[config.mk]
export PLATFORM = sky130hd
export DESIGN_NAME = loctag_nch
export DESIGN_NICKNAME = d
export VERILOG_FILES = /design/src/rtl/loctag_nch.sv
export SDC_FILE = /design/constraint.sdc
export NUM_CORES = 1
export LEC_CHECK = 0
export CAP_MARGIN = 20
export CORE_AREA = 5 5 87 89
export CTS_BUF_LIST = sky130_fd_sc_hd__clkbuf_4
export DETAILED_ROUTE_END_ITERATION = 8
export DIE_AREA = 0 0 92 94
export PLACE_DENSITY = 0.76
export RECOVER_POWER = 25
export SLEW_MARGIN = 10
export SYNTH_ARGS = -nofsm -noshare
export SYNTH_HDL_FRONTEND = slang
export SYNTH_SLANG_ARGS = --single-unit
[constraint.sdc]
create_clock -name clk -period 3.1 [get_ports clk]
set_clock_uncertainty 0.1 [all_clocks]
set_input_delay 0.62 -clock clk [delete_from_list [all_inputs] [get_ports clk]]
set_output_delay 0.62 -clock clk [all_outputs]
set_load 0.01 [all_outputs]
[src/rtl/loctag_nch.sv]
// Multi-channel RF tag switch controller: trigger sync, trimmed delay, then static/toggle/round-robin drive.
// Optional burst watchdog with LOCKOUT state is compiled in by defining LOCTAG_WATCHDOG_EN.
module loctag_nch #(
    parameter int CLK_FREQ_MHZ           = 50,
    parameter int NUM_CH                 = 4,
    parameter int CH_W                   = 2,
    parameter int TRIG_DELAY_IN_US       = 2,
    parameter int TRIG_DELAY_IN_20NS_NEG = 25,
    parameter int DIV_W                  = 16,
    parameter int MAX_ACTIVE_US          = 1000
) (
    input  logic              clk,
    input  logic              reset,
    input  logic              trig,
    input  logic [1:0]        mode,
    input  logic [CH_W-1:0]   mac_q,
    input  logic [DIV_W-1:0]  half_period,
    output logic              lt5534_en,
    output logic [NUM_CH-1:0] ctrl,
    output logic              led,
    output logic              busy
);

    localparam int D     = TRIG_DELAY_IN_US * CLK_FREQ_MHZ - TRIG_DELAY_IN_20NS_NEG;
    localparam int DLY_W = (D > 1) ? $clog2(D) : 1;
    localparam int PTR_W = (NUM_CH > 1) ? $clog2(NUM_CH) : 1;

    if (D < 1) begin : g_bad_delay
        $error("loctag_nch: trigger delay count must be at least 1");
    end
    if (NUM_CH < 1 || NUM_CH > 16 || (1 << CH_W) < NUM_CH) begin : g_bad_ch
        $error("loctag_nch: NUM_CH must be 1..16 and fit in CH_W bits");
    end
    if (MAX_ACTIVE_US < 1) begin : g_bad_wd
        $error("loctag_nch: MAX_ACTIVE_US must be at least 1");
    end

`ifdef LOCTAG_WATCHDOG_EN
    localparam int WD    = MAX_ACTIVE_US * CLK_FREQ_MHZ;
    localparam int WD_W  = (WD > 1) ? $clog2(WD) : 1;
    typedef enum logic [1:0] {IDLE, DELAY, ACTIVE, LOCKOUT} state_t;
    logic [WD_W-1:0]   wd_q, wd_d;
`else
    typedef enum logic [1:0] {IDLE, DELAY, ACTIVE} state_t;
`endif

    state_t            state_q, state_d;
    logic [2:0]        sync_q, sync_d;
    logic              rise_q, rise_d, fall_q, fall_d;
    logic [1:0]        mode_lat_q, mode_lat_d;
    logic [CH_W-1:0]   mac_lat_q, mac_lat_d;
    logic [DIV_W-1:0]  hp_lat_q, hp_lat_d;
    logic [DLY_W-1:0]  dly_q, dly_d;
    logic [DIV_W-1:0]  per_q, per_d;
    logic              phase_q, phase_d;
    logic [PTR_W-1:0]  ptr_q, ptr_d;
    logic [NUM_CH-1:0] ctrl_q, ctrl_d;
    logic              led_q, led_d, busy_q, busy_d, lt_en_q, lt_en_d;

    always_comb begin
        sync_d     = {sync_q[1:0], trig};
        rise_d     = sync_q[1] & ~sync_q[2];
        fall_d     = ~sync_q[1] & sync_q[2];
        state_d    = state_q;
        mode_lat_d = mode_lat_q;
        mac_lat_d  = mac_lat_q;
        hp_lat_d   = hp_lat_q;
        dly_d      = dly_q;
        per_d      = per_q;
        phase_d    = phase_q;
        ptr_d      = ptr_q;
        led_d      = led_q;
`ifdef LOCTAG_WATCHDOG_EN
        wd_d       = wd_q;
`endif
        case (state_q)
            IDLE: begin
                if (rise_q) begin
                    mode_lat_d = mode;
                    mac_lat_d  = mac_q;
                    hp_lat_d   = half_period;
                    dly_d      = DLY_W'(D - 1);
                    state_d    = DELAY;
                end
            end
            DELAY: begin
                if (fall_q) begin
                    state_d = IDLE;
                end else if (dly_q == '0) begin
                    state_d = ACTIVE;
                    per_d   = hp_lat_q;
                    phase_d = 1'b1;
                    ptr_d   = '0;
`ifdef LOCTAG_WATCHDOG_EN
                    wd_d    = WD_W'(WD - 1);
`endif
                end else begin
                    dly_d = dly_q - 1'b1;
                end
            end
            ACTIVE: begin
                // fall has priority over both period and watchdog expiry
                if (fall_q) begin
                    state_d = IDLE;
                    led_d   = ~led_q;
                end
`ifdef LOCTAG_WATCHDOG_EN
                else if (wd_q == '0) begin
                    state_d = LOCKOUT;
                    led_d   = 1'b1;
                end
`endif
                else begin
                    if (per_q == '0) begin
                        per_d   = hp_lat_q;
                        phase_d = ~phase_q;
                        ptr_d   = (ptr_q == PTR_W'(NUM_CH - 1)) ? '0 : ptr_q + 1'b1;
                    end else begin
                        per_d = per_q - 1'b1;
                    end
`ifdef LOCTAG_WATCHDOG_EN
                    wd_d = wd_q - 1'b1;
`endif
                end
            end
`ifdef LOCTAG_WATCHDOG_EN
            LOCKOUT: begin
                if (fall_q) begin
                    state_d = IDLE;
                    led_d   = 1'b0;
                end
            end
`endif
            default: state_d = IDLE;
        endcase

        // outputs are registered from the next-state view so they line up with the state flop
        busy_d  = (state_d != IDLE);
        lt_en_d = (state_d == DELAY) || (state_d == ACTIVE);
        ctrl_d  = '0;
        if (state_d == ACTIVE) begin
            case (mode_lat_q)
                2'b01:   ctrl_d = (int'(mac_lat_q) < NUM_CH) ? (NUM_CH'(1'b1) << mac_lat_q) : '0;
                2'b10:   ctrl_d = (int'(mac_lat_q) < NUM_CH) ? (NUM_CH'(phase_d) << mac_lat_q) : '0;
                2'b11:   ctrl_d = NUM_CH'(1'b1) << ptr_d;
                default: ctrl_d = '0;
            endcase
        end
    end

    always_ff @(posedge clk or negedge reset) begin
        if (!reset) begin
            state_q    <= IDLE;
            sync_q     <= '0;
            rise_q     <= 1'b0;
            fall_q     <= 1'b0;
            mode_lat_q <= '0;
            mac_lat_q  <= '0;
            hp_lat_q   <= '0;
            dly_q      <= '0;
            per_q      <= '0;
            phase_q    <= 1'b0;
            ptr_q      <= '0;
            ctrl_q     <= '0;
            led_q      <= 1'b0;
            busy_q     <= 1'b0;
            lt_en_q    <= 1'b0;
`ifdef LOCTAG_WATCHDOG_EN
            wd_q       <= '0;
`endif
        end else begin
            state_q    <= state_d;
            sync_q     <= sync_d;
            rise_q     <= rise_d;
            fall_q     <= fall_d;
            mode_lat_q <= mode_lat_d;
            mac_lat_q  <= mac_lat_d;
            hp_lat_q   <= hp_lat_d;
            dly_q      <= dly_d;
            per_q      <= per_d;
            phase_q    <= phase_d;
            ptr_q      <= ptr_d;
            ctrl_q     <= ctrl_d;
            led_q      <= led_d;
            busy_q     <= busy_d;
            lt_en_q    <= lt_en_d;
`ifdef LOCTAG_WATCHDOG_EN
            wd_q       <= wd_d;
`endif
        end
    end

    assign ctrl      = ctrl_q;
    assign led       = led_q;
    assign busy      = busy_q;
    assign lt5534_en = lt_en_q;

endmodule
# Yosys cells after proc, flatten, opt, wreduce, memory -nomap -nowiden
# Cells that the tools add are included.
# totals
register_bits	60
out_inout_bits	7
word_cells	78
input_bits	23
# op_classes
mux	27
bitwise	6
n_eq_ne	13
addsub	3
n_shift	3
reduce_logical	11
# ops
operator	count
$mux 16	4
$pmux 16 s2	1
$mux 7	3
$mux 2	9
$logic_not 16->1	1
$sub 16x1->16 const B	1
$pmux 7 s2	1
$pmux 4 s3	1
$eq 2x2->1 const B	5
$ne 2x2->1 const B	5
$reduce_and 4->1	2
$shl 1x2->4 const A	2
$logic_not 7->1	1
$sub 7x1->7 const B	1
$eq 2x1->1 const B	3
$pmux 2 s3	1
$reduce_bool 2->1	3
$mux 1	4
$mux 4	1
$not 1->1	4
$pmux 2 s2	1
$reduce_and 2->1	2
$shl 1x2->4	1
$add 2x1->2 const B	1
other kinds (4)	5

# Longest topological paths before layout
# logic_depth
ltp_word	8
depth_mapped	10
depth_no_buf	10

# Least setup slack after synthesis
# No wires, ideal clock.
# synth_path
kind	register to register
start	register per_q[0]
end	register ctrl_q[2] (netlist: ctrl[2])
n_path_buf	0
t_arrival_ns	2.110
period_less_slack_ns	2.288
required_ns	2.922
path_stages_with_launch	9
setup_time_ns	0.078
slack_ns	0.812
path_cell_list	dfrtp_1 -> inv_1 -> ha_1 -> nor4b_1 -> nand4_2 -> mux2_2 -> a2bb2oi_2 -> or4b_1 -> a21boi_1
# synth_via
elab_chain_len	7
elab_cells_between_ends	11
classes_between	shift: 2; mux: 8; reduce/logical: 1
# synth_lines
item	line_no	source
start: declaration	54	logic [DIV_W-1:0] per_q, per_d;
start signal: assignment	180	per_q <= per_d;
$logic_not 16->1 *	114	if (per_q == '0) begin
$mux 2 / $mux 1 (equally long branches)	114	
$mux 2 / $mux 1 (equally long branches)	103	if (fall_q) begin
$pmux 2 s2 / $pmux 1 s2 (equally long branches)	76	case (state_q)
$shl 1x2->4, on equally long branches	145, 144	
$pmux 4 s3 *	142	case (mode_lat_q)
$mux 4 *	141	if (state_d == ACTIVE) begin
via ctrl_d[2]	57	logic [NUM_CH-1:0] ctrl_q, ctrl_d;
end signal: assignment	183	ctrl_q <= ctrl_d;
end: declaration	57	
# The timed path passes the listed nets; every way through them passes the cells marked *.
# A chain may end at the register's enable or synchronous reset.

# Worst setup path in the final report
# layout_path
start	register per_q[0]
end	register ctrl_q[3] (netlist: ctrl[3])
# The elaborated chain is that of the path after synthesis.

==> qor.yml <==
floorplanning:
  fp.dieArea_mm2: 0.00865
  die_h_um: 94
  rows: 30
  design.core.area_mm2: 0.00668
  dieWidth_um: 92
  ios: 30
  start_util_pct: 46.0
critical_path:
  r2r_cells: 8
  path_max_fanout: 5
  critPathMaxStageDelay_ns: 0.52
  reg2reg_from: "per_q[0]$_DFFE_PN0P_"
  path_buf_inv: 1
  cp_slowest_cell: "or4b_1"
  r2r-end: "ctrl[3]$_DFF_PN0_"
  cp.required_ns: 3.33
  end_kind: "register"
  crit_family: "simple AND/OR/NAND/NOR gates"
  path_cells: "inv_1 > ha_1 > nor4b_1 > nand4_2 > mux2_2 > a2bb2oi_2 > or4b_1 > a21boi_1"
  r2r_slack_ns: 0.61
  crit_type: "register to register"
  arrival_ns: 2.72
  startpoint_type: "register"
synth:
  netlist.area_leader.share_pct: 48.8
  synth-seq-cells: 60
  async_flop_share_pct: 100
  seq_area_frac_synth_pct: 48.8
  postSynthCellCount: 302
  synth.avg_cell_area_um2: 10.2
  dominantRegCellSynth: "dfrtp_1"
  synth_fp_nets: 334
  synth_warnings: 0
  synth_cell_types: 51
  synth_area_leader_cell: "dfrtp_1"
  synth_area_leaders: "dfrtp_1, mux2_2, o21ai_0"
  synth_edf_count: 0
  synth_area_mm2: 0.00308
global_route:
  gr-total-overflow: 0
  grt_usage_pct: 16.3
  grt_pass1_wl_um: 11100
  grt_max_degree: 36
  antenna_found_initial: 0
  grt_pass1_vias: 2454
timing:
  clock.fmax_ghz: 0.401
  min_period_ns: 2.49
  fin_crit_sh_pct: 80.4
  worstMarginPinSlew_ns: 1.86
  rsz0062_at_grt: "false"
  hold_violations: 0
  slew_headroom_pct: -24.0
  slew_viol_final: 36
  finalSetupViolCount: 0
  finalWorstSetupSlack_ns: 0.607
  finalSetupTns_ns: 0
drt:
  routedWlPerCell_um: 14.6
  top_layer: "met4"
  wl_met2_um: 2800
  drtIter0Drc: 131
  via_count: 2390
  drt-total-wl_um: 6160
  drcViolationCount: 0
  vias_per_cell: 5.65
  ant_nets: 0
  first_pass_iters: 4
  dr_wl_met3_um: 262
  met1_length_um: 2940
place:
  globalplace.congestion: 0.859
  port_buffers: 29
  dpl.hpwl_um: 4340
  dp_slack_ns: 0.652
clocking:
  cts_buffers: 9
  clockRootBuffer: "clkbuf_4"
  clk_pin_slew_ns: 0.09
  cts.htree.levels: 3
  cts_tree: "built"
  cts_setup_buffers: 0
  cts_hold_buf: 0
  cts_buffer_depth: 2
  post_cts_resized: 0
  clock-sinks: 60
  clock_latency_ns: 0.40
final_layout:
  area_growth_pct: 15.9
  drive_gt1_share_pct: 15.2
  multi_input_area_mm2: 0.00147
  n_antenna_cell: 0
  nFillCells: 617
  nets: 371
  seqCellArea_mm2: 0.00150
power_and_ir_drop:
  power_density_mw_per_mm2: 817
  leakage_uw: 0.00152
  ir_drop_mv: 0.297
min_path:
  hp-start: "sync_q[0]$_DFF_PN0_"
  hold_depth: 0
  hold_end: "sync_q[1]$_DFF_PN0_"
  hold_path_class: "register to register"
status:
  status: "finished with violations"
  violations: "capacitance limit, slew limit"
flow_run:
  cap_viol_max_count: 1
-- logic make-up after synthesis --
group,Yosys count,synth area share [%]
simple gates,100,18.2
compound gates,83,16.9
flops,60,48.8
buf+inv,25,3.38
mux,24,8.75
fa+ha+maj,9,3.66
xor+xnor,1,0.285
-- sequential cells by signal, summed over array words and instances, names as in the netlist, 3 cells and up --
signal	cells
sync_q	3
ctrl	4
dly_q	7
hp_lat_q	16
per_q	16
-- per-stage QoR --
step | total power, uW | instances | instance area, um^2 | utilization [%] | hold slack [ns]
after floorplan | 2170 | 302 | 3080 | - | 0.224
after global placement | 2450 | 408 | 3470 | 51.9 | 0.234
after detailed placement | 2510 | 408 | 3470 | 51.9 | 0.236
after CTS | 2940 | 423 | 3560 | 53.4 | 0.187
after global routing | 3180 | 423 | 3560 | 53.3 | 0.281
final | 2910 | 423 | 3560 | 53.3 | 0.255
-- where the power goes --
group,internal [uW],switching [uW]
registers,1050,284
clock network,158,258
logic,545,613
total,1760,1160
-- cell usage after synthesis (5+ instances only) --
cell and count:
dfrtp_1 60, o21ai_0 29, nand2_1 26, mux2_2 23
a21oi_1 22, nor2_1 19, inv_1 14, ha_1 9
clkbuf_1 8, nand3_1 8, nor3_1 8, nor4_1 7
nor2b_1 5
-- cell type report --
cell class                      instances  share of cell area, %
Inverter                               14                   1.47
Clock buffer                           10                   2.11
Clock inverter                          5                  0.562
Sequential cell                        60                   42.1
Timing Repair Buffer                   37                   9.66
Multi-Input combinational cell        217                   41.3
Tap cell                               80                   2.81
-- worst register-to-register path: cells and delay by family (launching register included) --
kind | cells | cell delay (ns)
flops | 1 | 0.42
simple gates | 3 | 1.07
fa+ha+maj | 1 | 0.22
buf+inv | 1 | 0.10
mux | 1 | 0.30
compound gates | 2 | 0.23
-- worst max path at each step --
stage,start,end,slack [ns],depth (start not counted)
2_1_floorplan,per_q[0]$_DFFE_PN0P_,ctrl[2]$_DFF_PN0_,0.81,8
6_report,per_q[0]$_DFFE_PN0P_,ctrl[3]$_DFF_PN0_,0.61,8
5_1_grt,per_q[0]$_DFFE_PN0P_,per_q[9]$_DFFE_PN0P_,0.41,9
4_1_cts,per_q[0]$_DFFE_PN0P_,ctrl[3]$_DFF_PN0_,0.61,8
3_5_place_dp,per_q[0]$_DFFE_PN0P_,ctrl[3]$_DFF_PN0_,0.65,8
3_3_place_gp,per_q[0]$_DFFE_PN0P_,ctrl[2]$_DFF_PN0_,0.68,8
-- layer usage --
layer / up-vias / track usage [%]
met5: - / 0
met1: 1151 / 21.2
li1: 1177 / -
met4: 0 / 8.66
met2: 45 / 24.8
met3: 17 / 4.57
-- layout by cell type, fill, tap and decap left out, drive strengths merged, types with 2 or more instances in the layout --
cell type	synthesis	final
nand3b	2	2
o41ai	2	2
nand2b	3	3
o21ai	30	30
nand3	8	8
o31a	2	2
and3	2	2
clkinv	0	5
nor2	19	19
nor3	9	9
o21a	4	4
ha	9	9
a21oi	23	23
or3	4	4
nand2	26	26
a22oi	2	2
nor4	10	10
clkdlybuf4s50	0	27
nand4	4	4
clkbuf	9	11
a21boi	2	2
or4b	2	2
mux2	23	23
a21o	4	4
a31oi	4	4
nor2b	5	5
inv	14	14
buf	2	8
o22ai	2	2
dfrtp	60	60
o31ai	2	2
a221oi	2	2
nor3b	3	3
(Power assumes the default switching activity.)
